## src/rtl/conv_sequencer_pkg.sv

```systemverilog
// conv_sequencer_pkg
// Shared definitions for the token-to-converter sequencer slice.
//   - tok_kind_e  : 2-bit token kind carried alongside each byte
//   - seq_state_e : sequencer FSM states
//   - OP_*        : ASCII codes of the operators the converter accepts
//   - is_operator : true when a byte is one of the accepted operators
package conv_sequencer_pkg;

    localparam int TOK_KIND_W = 2;
    localparam int TOK_DATA_W = 8;
    localparam int TOK_W      = TOK_KIND_W + TOK_DATA_W;

    typedef enum logic [1:0] {
        KIND_NUMBER   = 2'b00,
        KIND_OPERATOR = 2'b01,
        KIND_END      = 2'b10,
        KIND_RESERVED = 2'b11
    } tok_kind_e;

    typedef enum logic [1:0] {
        ST_IDLE = 2'b00,
        ST_ACK  = 2'b01,
        ST_DONE = 2'b10
    } seq_state_e;

    localparam logic [7:0] OP_ADD = 8'h2B;  // '+'
    localparam logic [7:0] OP_SUB = 8'h2D;  // '-'
    localparam logic [7:0] OP_MUL = 8'h2A;  // '*'
    localparam logic [7:0] OP_DIV = 8'h2F;  // '/'

    function automatic logic is_operator(input logic [7:0] code);
        return (code == OP_ADD) || (code == OP_SUB) ||
               (code == OP_MUL) || (code == OP_DIV);
    endfunction

endpackage

```

## src/rtl/conv_sequencer_if.sv

```systemverilog
// conv_sequencer_if
// Bundles the upstream token handshake and the converter strobe bus.
//   Token side    : TOK_VALID, TOK_KIND, TOK_DATA (to sequencer), TOK_READY (from sequencer)
//   Converter side: INPUT_SIGN, INPUT_NUMBER, SIGN_STB, NUMBER_STB (from sequencer),
//                   CONV_BUSY (to sequencer)
// Modports:
//   slave  - the sequencer's view
//   master - the environment's view (token producer + converter)
interface conv_sequencer_if;
    import conv_sequencer_pkg::*;

    logic                  TOK_VALID;
    logic                  TOK_READY;
    logic [TOK_KIND_W-1:0] TOK_KIND;
    logic [TOK_DATA_W-1:0] TOK_DATA;

    logic [7:0]            INPUT_SIGN;
    logic [7:0]            INPUT_NUMBER;
    logic                  SIGN_STB;
    logic                  NUMBER_STB;
    logic                  CONV_BUSY;

    modport slave (
        input  TOK_VALID, TOK_KIND, TOK_DATA, CONV_BUSY,
        output TOK_READY, INPUT_SIGN, INPUT_NUMBER, SIGN_STB, NUMBER_STB
    );

    modport master (
        output TOK_VALID, TOK_KIND, TOK_DATA, CONV_BUSY,
        input  TOK_READY, INPUT_SIGN, INPUT_NUMBER, SIGN_STB, NUMBER_STB
    );

endinterface

```

## src/rtl/conv_tok_fifo.sv

```systemverilog
// conv_tok_fifo
// Small synchronous FIFO holding {kind, data} tokens between the upstream
// producer and the sequencer FSM.
//   clk, rst_n : clock, asynchronous active-low reset
//   push       : write push_data (ignored when full)
//   pop        : drop the head entry (ignored when empty)
//   head_data  : current head entry (valid when !empty)
//   empty/full : derived from the registered occupancy count only
module conv_tok_fifo #(
    parameter int DEPTH = 4,
    parameter int WIDTH = 10
) (
    input  logic             clk,
    input  logic             rst_n,
    input  logic             push,
    input  logic [WIDTH-1:0] push_data,
    input  logic             pop,
    output logic [WIDTH-1:0] head_data,
    output logic             empty,
    output logic             full
);

    localparam int AW = (DEPTH > 1) ? $clog2(DEPTH) : 1;
    localparam int CW = $clog2(DEPTH + 1);

    logic [WIDTH-1:0] mem [DEPTH];
    logic [AW-1:0]    wr_ptr;
    logic [AW-1:0]    rd_ptr;
    logic [CW-1:0]    count;
    logic             do_push;
    logic             do_pop;

    assign full      = (count == CW'(DEPTH));
    assign empty     = (count == '0);
    assign do_push   = push && !full;
    assign do_pop    = pop && !empty;
    assign head_data = mem[rd_ptr];

    // Storage carries no reset; only the pointers define what is valid.
    always_ff @(posedge clk) begin
        if (do_push) begin
            mem[wr_ptr] <= push_data;
        end
    end

    // Depth is a power of two, so the pointers wrap naturally.
    always_ff @(posedge clk or negedge rst_n) begin
        if (!rst_n) begin
            wr_ptr <= '0;
            rd_ptr <= '0;
            count  <= '0;
        end else begin
            if (do_push) begin
                wr_ptr <= wr_ptr + AW'(1);
            end
            if (do_pop) begin
                rd_ptr <= rd_ptr + AW'(1);
            end
            unique case ({do_push, do_pop})
                2'b10:   count <= count + CW'(1);
                2'b01:   count <= count - CW'(1);
                default: count <= count;
            endcase
        end
    end

endmodule

```

## src/rtl/conv_sequencer.sv

```systemverilog
// conv_sequencer
// Feeds a stream of expression tokens to a converter one at a time using a
// strobe / BUSY acknowledge protocol.
//   CLK, RST_N   : clock, asynchronous active-low reset
//   bus (slave)  : token handshake in, converter strobes/data out, CONV_BUSY in
//   CLR_ERR      : synchronous clear of the sticky error flags
//   ERR_OP       : sticky, an invalid operator or reserved-kind token was dropped
//   ERR_TIMEOUT  : sticky, a strobe went unacknowledged for ACK_TIMEOUT cycles
//   ISSUED_CNT   : tokens acknowledged by the converter (wraps)
//   SEQ_IDLE     : FSM idle and token buffer empty
module conv_sequencer
    import conv_sequencer_pkg::*;
#(
    parameter int FIFO_DEPTH  = 4,
    parameter int ACK_TIMEOUT = 255
) (
    input  logic                    CLK,
    input  logic                    RST_N,
    conv_sequencer_if.slave         bus,
    input  logic                    CLR_ERR,
    output logic                    ERR_OP,
    output logic                    ERR_TIMEOUT,
    output logic [15:0]             ISSUED_CNT,
    output logic                    SEQ_IDLE
);

    localparam int TIMER_W = $clog2(ACK_TIMEOUT + 1);

    seq_state_e         state_q, state_d;
    logic [TIMER_W-1:0] timer_q, timer_d;
    logic               sign_stb_q, sign_stb_d;
    logic               num_stb_q, num_stb_d;
    logic [7:0]         sign_q, sign_d;
    logic [7:0]         num_q, num_d;
    logic [15:0]        cnt_q, cnt_d;
    logic               err_op_q, err_op_d;
    logic               err_to_q, err_to_d;
    logic               err_op_set;
    logic               err_to_set;
    logic               ready_q;

    logic               fifo_push;
    logic               fifo_pop;
    logic [TOK_W-1:0]   fifo_head;
    logic               fifo_empty;
    logic               fifo_full;
    tok_kind_e          head_kind;
    logic [7:0]         head_byte;

    // Ready is held low through reset and only rises on the first edge after
    // release; it depends on registered occupancy only, so a same-cycle pop
    // never lets a full buffer accept.
    assign bus.TOK_READY = ready_q && !fifo_full;
    assign fifo_push     = bus.TOK_VALID && bus.TOK_READY;

    assign head_kind = tok_kind_e'(fifo_head[TOK_W-1 -: TOK_KIND_W]);
    assign head_byte = fifo_head[TOK_DATA_W-1:0];

    conv_tok_fifo #(
        .DEPTH (FIFO_DEPTH),
        .WIDTH (TOK_W)
    ) u_fifo (
        .clk       (CLK),
        .rst_n     (RST_N),
        .push      (fifo_push),
        .push_data ({bus.TOK_KIND, bus.TOK_DATA}),
        .pop       (fifo_pop),
        .head_data (fifo_head),
        .empty     (fifo_empty),
        .full      (fifo_full)
    );

    always_ff @(posedge CLK or negedge RST_N) begin
        if (!RST_N) begin
            state_q    <= ST_IDLE;
            timer_q    <= '0;
            sign_stb_q <= 1'b0;
            num_stb_q  <= 1'b0;
            sign_q     <= '0;
            num_q      <= '0;
            cnt_q      <= '0;
            err_op_q   <= 1'b0;
            err_to_q   <= 1'b0;
            ready_q    <= 1'b0;
        end else begin
            state_q    <= state_d;
            timer_q    <= timer_d;
            sign_stb_q <= sign_stb_d;
            num_stb_q  <= num_stb_d;
            sign_q     <= sign_d;
            num_q      <= num_d;
            cnt_q      <= cnt_d;
            err_op_q   <= err_op_d;
            err_to_q   <= err_to_d;
            ready_q    <= 1'b1;
        end
    end

    always_comb begin
        state_d    = state_q;
        timer_d    = timer_q;
        sign_stb_d = sign_stb_q;
        num_stb_d  = num_stb_q;
        sign_d     = sign_q;
        num_d      = num_q;
        cnt_d      = cnt_q;
        err_op_set = 1'b0;
        err_to_set = 1'b0;
        fifo_pop   = 1'b0;

        unique case (state_q)
            ST_IDLE: begin
                if (!fifo_empty && !bus.CONV_BUSY) begin
                    fifo_pop = 1'b1;
                    timer_d  = '0;
                    unique case (head_kind)
                        KIND_NUMBER: begin
                            num_d     = head_byte;
                            num_stb_d = 1'b1;
                            state_d   = ST_ACK;
                        end
                        KIND_OPERATOR: begin
                            if (is_operator(head_byte)) begin
                                sign_d     = head_byte;
                                sign_stb_d = 1'b1;
                                state_d    = ST_ACK;
                            end else begin
                                err_op_set = 1'b1;
                            end
                        end
                        // End-of-expression strobes both lines with the data
                        // registers left as they were.
                        KIND_END: begin
                            sign_stb_d = 1'b1;
                            num_stb_d  = 1'b1;
                            state_d    = ST_ACK;
                        end
                        default: begin
                            err_op_set = 1'b1;
                        end
                    endcase
                end
            end
            // BUSY is checked before expiry so an ack on the last cycle wins.
            ST_ACK: begin
                if (bus.CONV_BUSY) begin
                    sign_stb_d = 1'b0;
                    num_stb_d  = 1'b0;
                    cnt_d      = cnt_q + 16'd1;
                    state_d    = ST_DONE;
                end else if (timer_q == TIMER_W'(ACK_TIMEOUT - 1)) begin
                    sign_stb_d = 1'b0;
                    num_stb_d  = 1'b0;
                    err_to_set = 1'b1;
                    timer_d    = '0;
                    state_d    = ST_IDLE;
                end else begin
                    timer_d = timer_q + TIMER_W'(1);
                end
            end
            ST_DONE: begin
                if (!bus.CONV_BUSY) begin
                    state_d = ST_IDLE;
                end
            end
            default: begin
                state_d = ST_IDLE;
            end
        endcase

        // A set event in the same cycle as a clear leaves the flag set.
        err_op_d = err_op_set ? 1'b1 : (CLR_ERR ? 1'b0 : err_op_q);
        err_to_d = err_to_set ? 1'b1 : (CLR_ERR ? 1'b0 : err_to_q);
    end

    assign bus.SIGN_STB     = sign_stb_q;
    assign bus.NUMBER_STB   = num_stb_q;
    assign bus.INPUT_SIGN   = sign_q;
    assign bus.INPUT_NUMBER = num_q;
    assign ERR_OP           = err_op_q;
    assign ERR_TIMEOUT      = err_to_q;
    assign ISSUED_CNT       = cnt_q;
    assign SEQ_IDLE         = (state_q == ST_IDLE) && fifo_empty;

endmodule

```

## src/flat_wrapper.sv

```systemverilog
// flat-port wrapper written by rule: the top's interface ports become plain ports
module conv_sequencer_flat import conv_sequencer_pkg::*;
#(
    parameter int FIFO_DEPTH  = 4,
    parameter int ACK_TIMEOUT = 255
)
  (CLK, RST_N, CLR_ERR, ERR_OP, ERR_TIMEOUT, ISSUED_CNT, SEQ_IDLE, bus_TOK_VALID, bus_TOK_KIND, bus_TOK_DATA, bus_CONV_BUSY, bus_TOK_READY, bus_INPUT_SIGN, bus_INPUT_NUMBER, bus_SIGN_STB, bus_NUMBER_STB);
  conv_sequencer_if bus_i ();
  input  logic CLK;
  input  logic RST_N;
  input  logic CLR_ERR;
  output logic ERR_OP;
  output logic ERR_TIMEOUT;
  output logic [15:0] ISSUED_CNT;
  output logic SEQ_IDLE;
  input wire logic [$bits(bus_i.TOK_VALID)-1:0] bus_TOK_VALID;
  input wire logic [$bits(bus_i.TOK_KIND)-1:0] bus_TOK_KIND;
  input wire logic [$bits(bus_i.TOK_DATA)-1:0] bus_TOK_DATA;
  input wire logic [$bits(bus_i.CONV_BUSY)-1:0] bus_CONV_BUSY;
  output wire logic [$bits(bus_i.TOK_READY)-1:0] bus_TOK_READY;
  output wire logic [$bits(bus_i.INPUT_SIGN)-1:0] bus_INPUT_SIGN;
  output wire logic [$bits(bus_i.INPUT_NUMBER)-1:0] bus_INPUT_NUMBER;
  output wire logic [$bits(bus_i.SIGN_STB)-1:0] bus_SIGN_STB;
  output wire logic [$bits(bus_i.NUMBER_STB)-1:0] bus_NUMBER_STB;
  assign bus_i.TOK_VALID = bus_TOK_VALID;
  assign bus_i.TOK_KIND = bus_TOK_KIND;
  assign bus_i.TOK_DATA = bus_TOK_DATA;
  assign bus_i.CONV_BUSY = bus_CONV_BUSY;
  assign bus_TOK_READY = bus_i.TOK_READY;
  assign bus_INPUT_SIGN = bus_i.INPUT_SIGN;
  assign bus_INPUT_NUMBER = bus_i.INPUT_NUMBER;
  assign bus_SIGN_STB = bus_i.SIGN_STB;
  assign bus_NUMBER_STB = bus_i.NUMBER_STB;
  conv_sequencer #(.FIFO_DEPTH(FIFO_DEPTH), .ACK_TIMEOUT(ACK_TIMEOUT)) u_core (.CLK(CLK), .RST_N(RST_N), .bus(bus_i), .CLR_ERR(CLR_ERR), .ERR_OP(ERR_OP), .ERR_TIMEOUT(ERR_TIMEOUT), .ISSUED_CNT(ISSUED_CNT), .SEQ_IDLE(SEQ_IDLE));
endmodule
```

## config.mk

```make
export PLATFORM = sky130hd
export DESIGN_NAME = conv_sequencer_flat
export DESIGN_NICKNAME = d
export VERILOG_FILES = /design/src/rtl/conv_sequencer_pkg.sv /design/src/rtl/conv_sequencer_if.sv /design/src/rtl/conv_tok_fifo.sv /design/src/rtl/conv_sequencer.sv /design/src/flat_wrapper.sv
export SDC_FILE = /design/constraint.sdc
export NUM_CORES = 1
export LEC_CHECK = 0
export CORE_AREA = 2 2 109 69
export CTS_CLUSTER_DIAMETER = 150
export DETAILED_ROUTE_END_ITERATION = 12
export DIE_AREA = 0 0 111 71
export MAX_ROUTING_LAYER = met4
export PLACE_DENSITY_LB_ADDON = 0.12
export SETUP_SLACK_MARGIN = 0.3
export SLEW_MARGIN = 20
export SYNTH_ARGS = -nofsm -noshare
export SYNTH_HDL_FRONTEND = slang
export SYNTH_SLANG_ARGS = --single-unit
```

## constraint.sdc

```tcl
create_clock -name CLK -period 5.7 [get_ports CLK]
set_input_delay 1.14 -clock CLK [delete_from_list [all_inputs] [get_ports CLK]]
set_output_delay 1.14 -clock CLK [all_outputs]
set_load 0.005 [all_outputs]
```

==> flow_summary.json <==
{
  "fin_util_pct": 69.9,
  "clk_pin_slew_ps": 60,
  "final_common_cell": "dfrtp_1",
  "p_leak_nw": 1.93,
  "drc_errors": 0,
  "synth-async-reset-ratio_pct": 57.4,
  "grt_pass1_wl_um": 12100,
  "ys_seq_elements": 94,
  "synth_mux_area_share_pct": 10.3,
  "syn_area_um2": 3970,
  "syn-num-nets": 294,
  "initialDrtViolationCount": 171,
  "grt_pass1_vias": 2377,
  "hpwl_um": 4970,
  "yosysTopAreaCell": "dfrtp_1",
  "core_um2": 6940,
  "dieArea_um2": 7880,
  "holdWs_ps": 462,
  "place_congestion": 0.796,
  "antenna_found_initial": 0,
  "grt_use_total_pct": 20.8,
  "postCtsSetupBuffers": 0,
  "drtPass1Iterations": 4,
  "final_cell_mix": "dfrtp_1 (54), clkdlybuf4s50_1 (51), edfxtp_1 (40), xnor2_1 (16), nand2_1 (13)",
  "cpPeakStageDelay_ps": 810,
  "r2r-end": "u_core.bus.INPUT_SIGN[0]",
  "ir_drop_mv": 0.321,
  "crit_type": "reg -> reg",
  "die_height_um": 71,
  "worstSetupPathDepth": 5,
  "postSynthAreaPerCell_um2": 14.7,
  "crit_path_start_kind": "register",
  "wl_per_cell_um": 16.8,
  "timing.rr.start": "u_core.u_fifo.rd_ptr[0]",
  "cts_root_buffer": "clkbuf_16",
  "worstMarginPinSlew_ps": 770,
  "drive_above_1_share_pct": 9.58,
  "yosysTopAreaCellShare_pct": 34.0,
  "vias": 2362,
  "grt-ovfl-total": 0,
  "num-fill-cells": 506,
  "ys_warn_count": 0,
  "synth-simple-area-share_pct": 9.96,
  "synth_area_leaders": "dfrtp_1 (34%), edfxtp_1 (30%), mux4_2 (5.1%)",
  "hp-class": "reg -> reg",
  "arrival_ps": 3490,
  "p_total_mw": 2.10,
  "slew_violations": 0,
  "numPortBuffers": 52,
  "start_util_pct": 57.3,
  "cts_resized": 0,
  "ys_seq_area_share_pct": 64.3,
  "cp-endpoint": "u_core.bus.INPUT_SIGN[0]",
  "synth_compound_area_share_pct": 4.88,
  "routed_wl_um": 7140,
  "cp.required_ps": 5920,
  "antenna_left": 0,
  "reg2regPathDepth": 5,
  "synth_top_family_by_area": "multiplexers",
  "fin_nets": 353,
  "synth_edf_count": 40,
  "maxCapViolCount": 0,
  "outcome": "finished clean",
  "worstPathMaxFanout": 13,
  "synth.distinct_cells": 50,
  "synth_xor_area_share_pct": 5.51,
  "syn_inst": 270,
  "h-tree-depth": 3,
  "fin_skew_ps": 3.92,
  "ys.flop_type": "dfrtp_1",
  "setup_viol": 0,
  "clockBufferDepth": 2,
  "finalHoldViolCount": 0,
  "endpoint_kind": "register",
  "cts_tree": "built",
  "via_per_inst": 5.56,
  "area_growth_pct": 22.2,
  "io_pins": 53,
  "worstPathCellList": "mux4_1 -> nand4bb_1 -> or3_4 -> nor4bb_2 -> mux2_1",
  "finalCritPeriodShare_pct": 57.4,
  "power.density_nw_per_um2": 433,
  "rsz0062_at_grt": "false",
  "cpMaxStageDelayCell": "dfrtp_1",
  "synth_fa_ha_area_share_pct": 3.02,
  "cts_made_buffers": 9,
  "max_slew_margin_pct": 47.9,
  "r2r_setup_slack_ps": 2430,
  "hold_buffers": 0,
  "clk_latency_ps": 340,
  "die_w_um": 111,
  "max_freq_mhz": 305,
  "critical_path_buf_inv_count": 0,
  "crit_start": "u_core.u_fifo.rd_ptr[0]",
  "setup_tns_ps": 0,
  "cts.sinks": 94,
  "period_minus_slack_ps": 3270,
  "cp_top_family": "simple AND/OR/NAND/NOR gates",
  "grt_max_degree": 55,
  "antennaDiodeCount": 0,
  "rows": 24
}
-- sequential cells by signal, summed over array words and instances (netlist names), 2 cells and up --
| name | cells |
|---|---|
| u_core.u_fifo.mem | 40 |
| u_core.ISSUED_CNT | 16 |
| u_core.bus.INPUT_NUMBER | 8 |
| u_core.bus.INPUT_SIGN | 8 |
| u_core.timer_q | 8 |
| u_core.u_fifo.count | 3 |
| u_core.state_q | 2 |
| u_core.u_fifo.rd_ptr | 2 |
| u_core.u_fifo.wr_ptr | 2 |
-- report_power, final --
part           switching [mW]  internal (mW)  total, mW
registers               0.123          0.840      0.963
clock network           0.233          0.303      0.537
logic                   0.264          0.339      0.603
-- cell usage after synthesis (5+ instances only) --
cell type / count
mux4_2: 9
and3_1: 7
nor2b_1: 6
nand4_1: 7
dfrtp_1: 54
inv_1: 12
edfxtp_1: 40
nor2_1: 7
nand2_1: 13
mux2_1: 11
ha_1: 8
nand3_1: 10
xnor2_1: 16
a21oi_1: 5
xor2_1: 9
o21ai_0: 10
-- layer usage --
metal | global-route usage (%) | up-vias | share of wire, %
met2 | 27.8 | 66 | 42
li1 | - | 1106 | -
met1 | 30.6 | 1180 | 51
met5 | - | - | 0
met3 | 6.94 | 10 | 5.9
met4 | 6.25 | 0 | 1.4
-- stage by stage --
stage | instances | worst slack (ps) | instance area (µm²)
final | 425 | 2430 | 4850
after global placement | 409 | 2170 | 4580
after global routing | 425 | 2140 | 4850
after floorplan | 270 | 3130 | 3970
after CTS | 425 | 2040 | 4850
after detailed placement | 409 | 2030 | 4580
-- worst min-delay path by stage --
stage	from	to	slack, ps	depth (start not counted)
after floorplan	u_core.timer_q[7]	u_core.timer_q[7]	450	1
after global placement	u_core.bus.INPUT_SIGN[3]	u_core.bus.INPUT_SIGN[3]	450	1
after detailed placement	u_core.bus.INPUT_SIGN[5]	u_core.bus.INPUT_SIGN[5]	450	1
after CTS	u_core.bus.INPUT_SIGN[5]	u_core.bus.INPUT_SIGN[5]	470	1
after global routing	u_core.ISSUED_CNT[15]	u_core.ISSUED_CNT[15]	490	1
final	u_core.bus.INPUT_SIGN[5]	u_core.bus.INPUT_SIGN[5]	460	1
-- kinds of logic (layout without fill, tap and decap cells) --
family / after synthesis / count (layout)
AOI/OAI and AO/OA: 31 / 31
xor gates and xnor gates: 25 / 25
adders and majority gates: 9 / 9
buffers and inverters: 17 / 81
DFF: 94 / 94
muxes: 25 / 25
other: 1 / 1
and+or+nand+nor: 68 / 68
-- layout make-up --
| class | instances | area, µm² | share of cell area, % |
|---|---|---|---|
| timing repair buffer | 53 | 523 | 10.8 |
| clock inverter | 5 | 26.3 | 0.542 |
| inverter | 12 | 45.0 | 0.928 |
| tap | 91 | 114 | 2.35 |
| multi-input combinational | 159 | 1350 | 27.8 |
| sequential | 94 | 2550 | 52.6 |
| clock buffer | 11 | 243 | 5.00 |
-- worst reg2reg max path: stages, from the launching register on --
cell and delay [ps]:
dfrtp_1 810, mux4_1 660, nand4bb_1 190, or3_4 410, nor4bb_2 700, mux2_1 380
No activity file was read; power rests on OpenSTA's default activity.
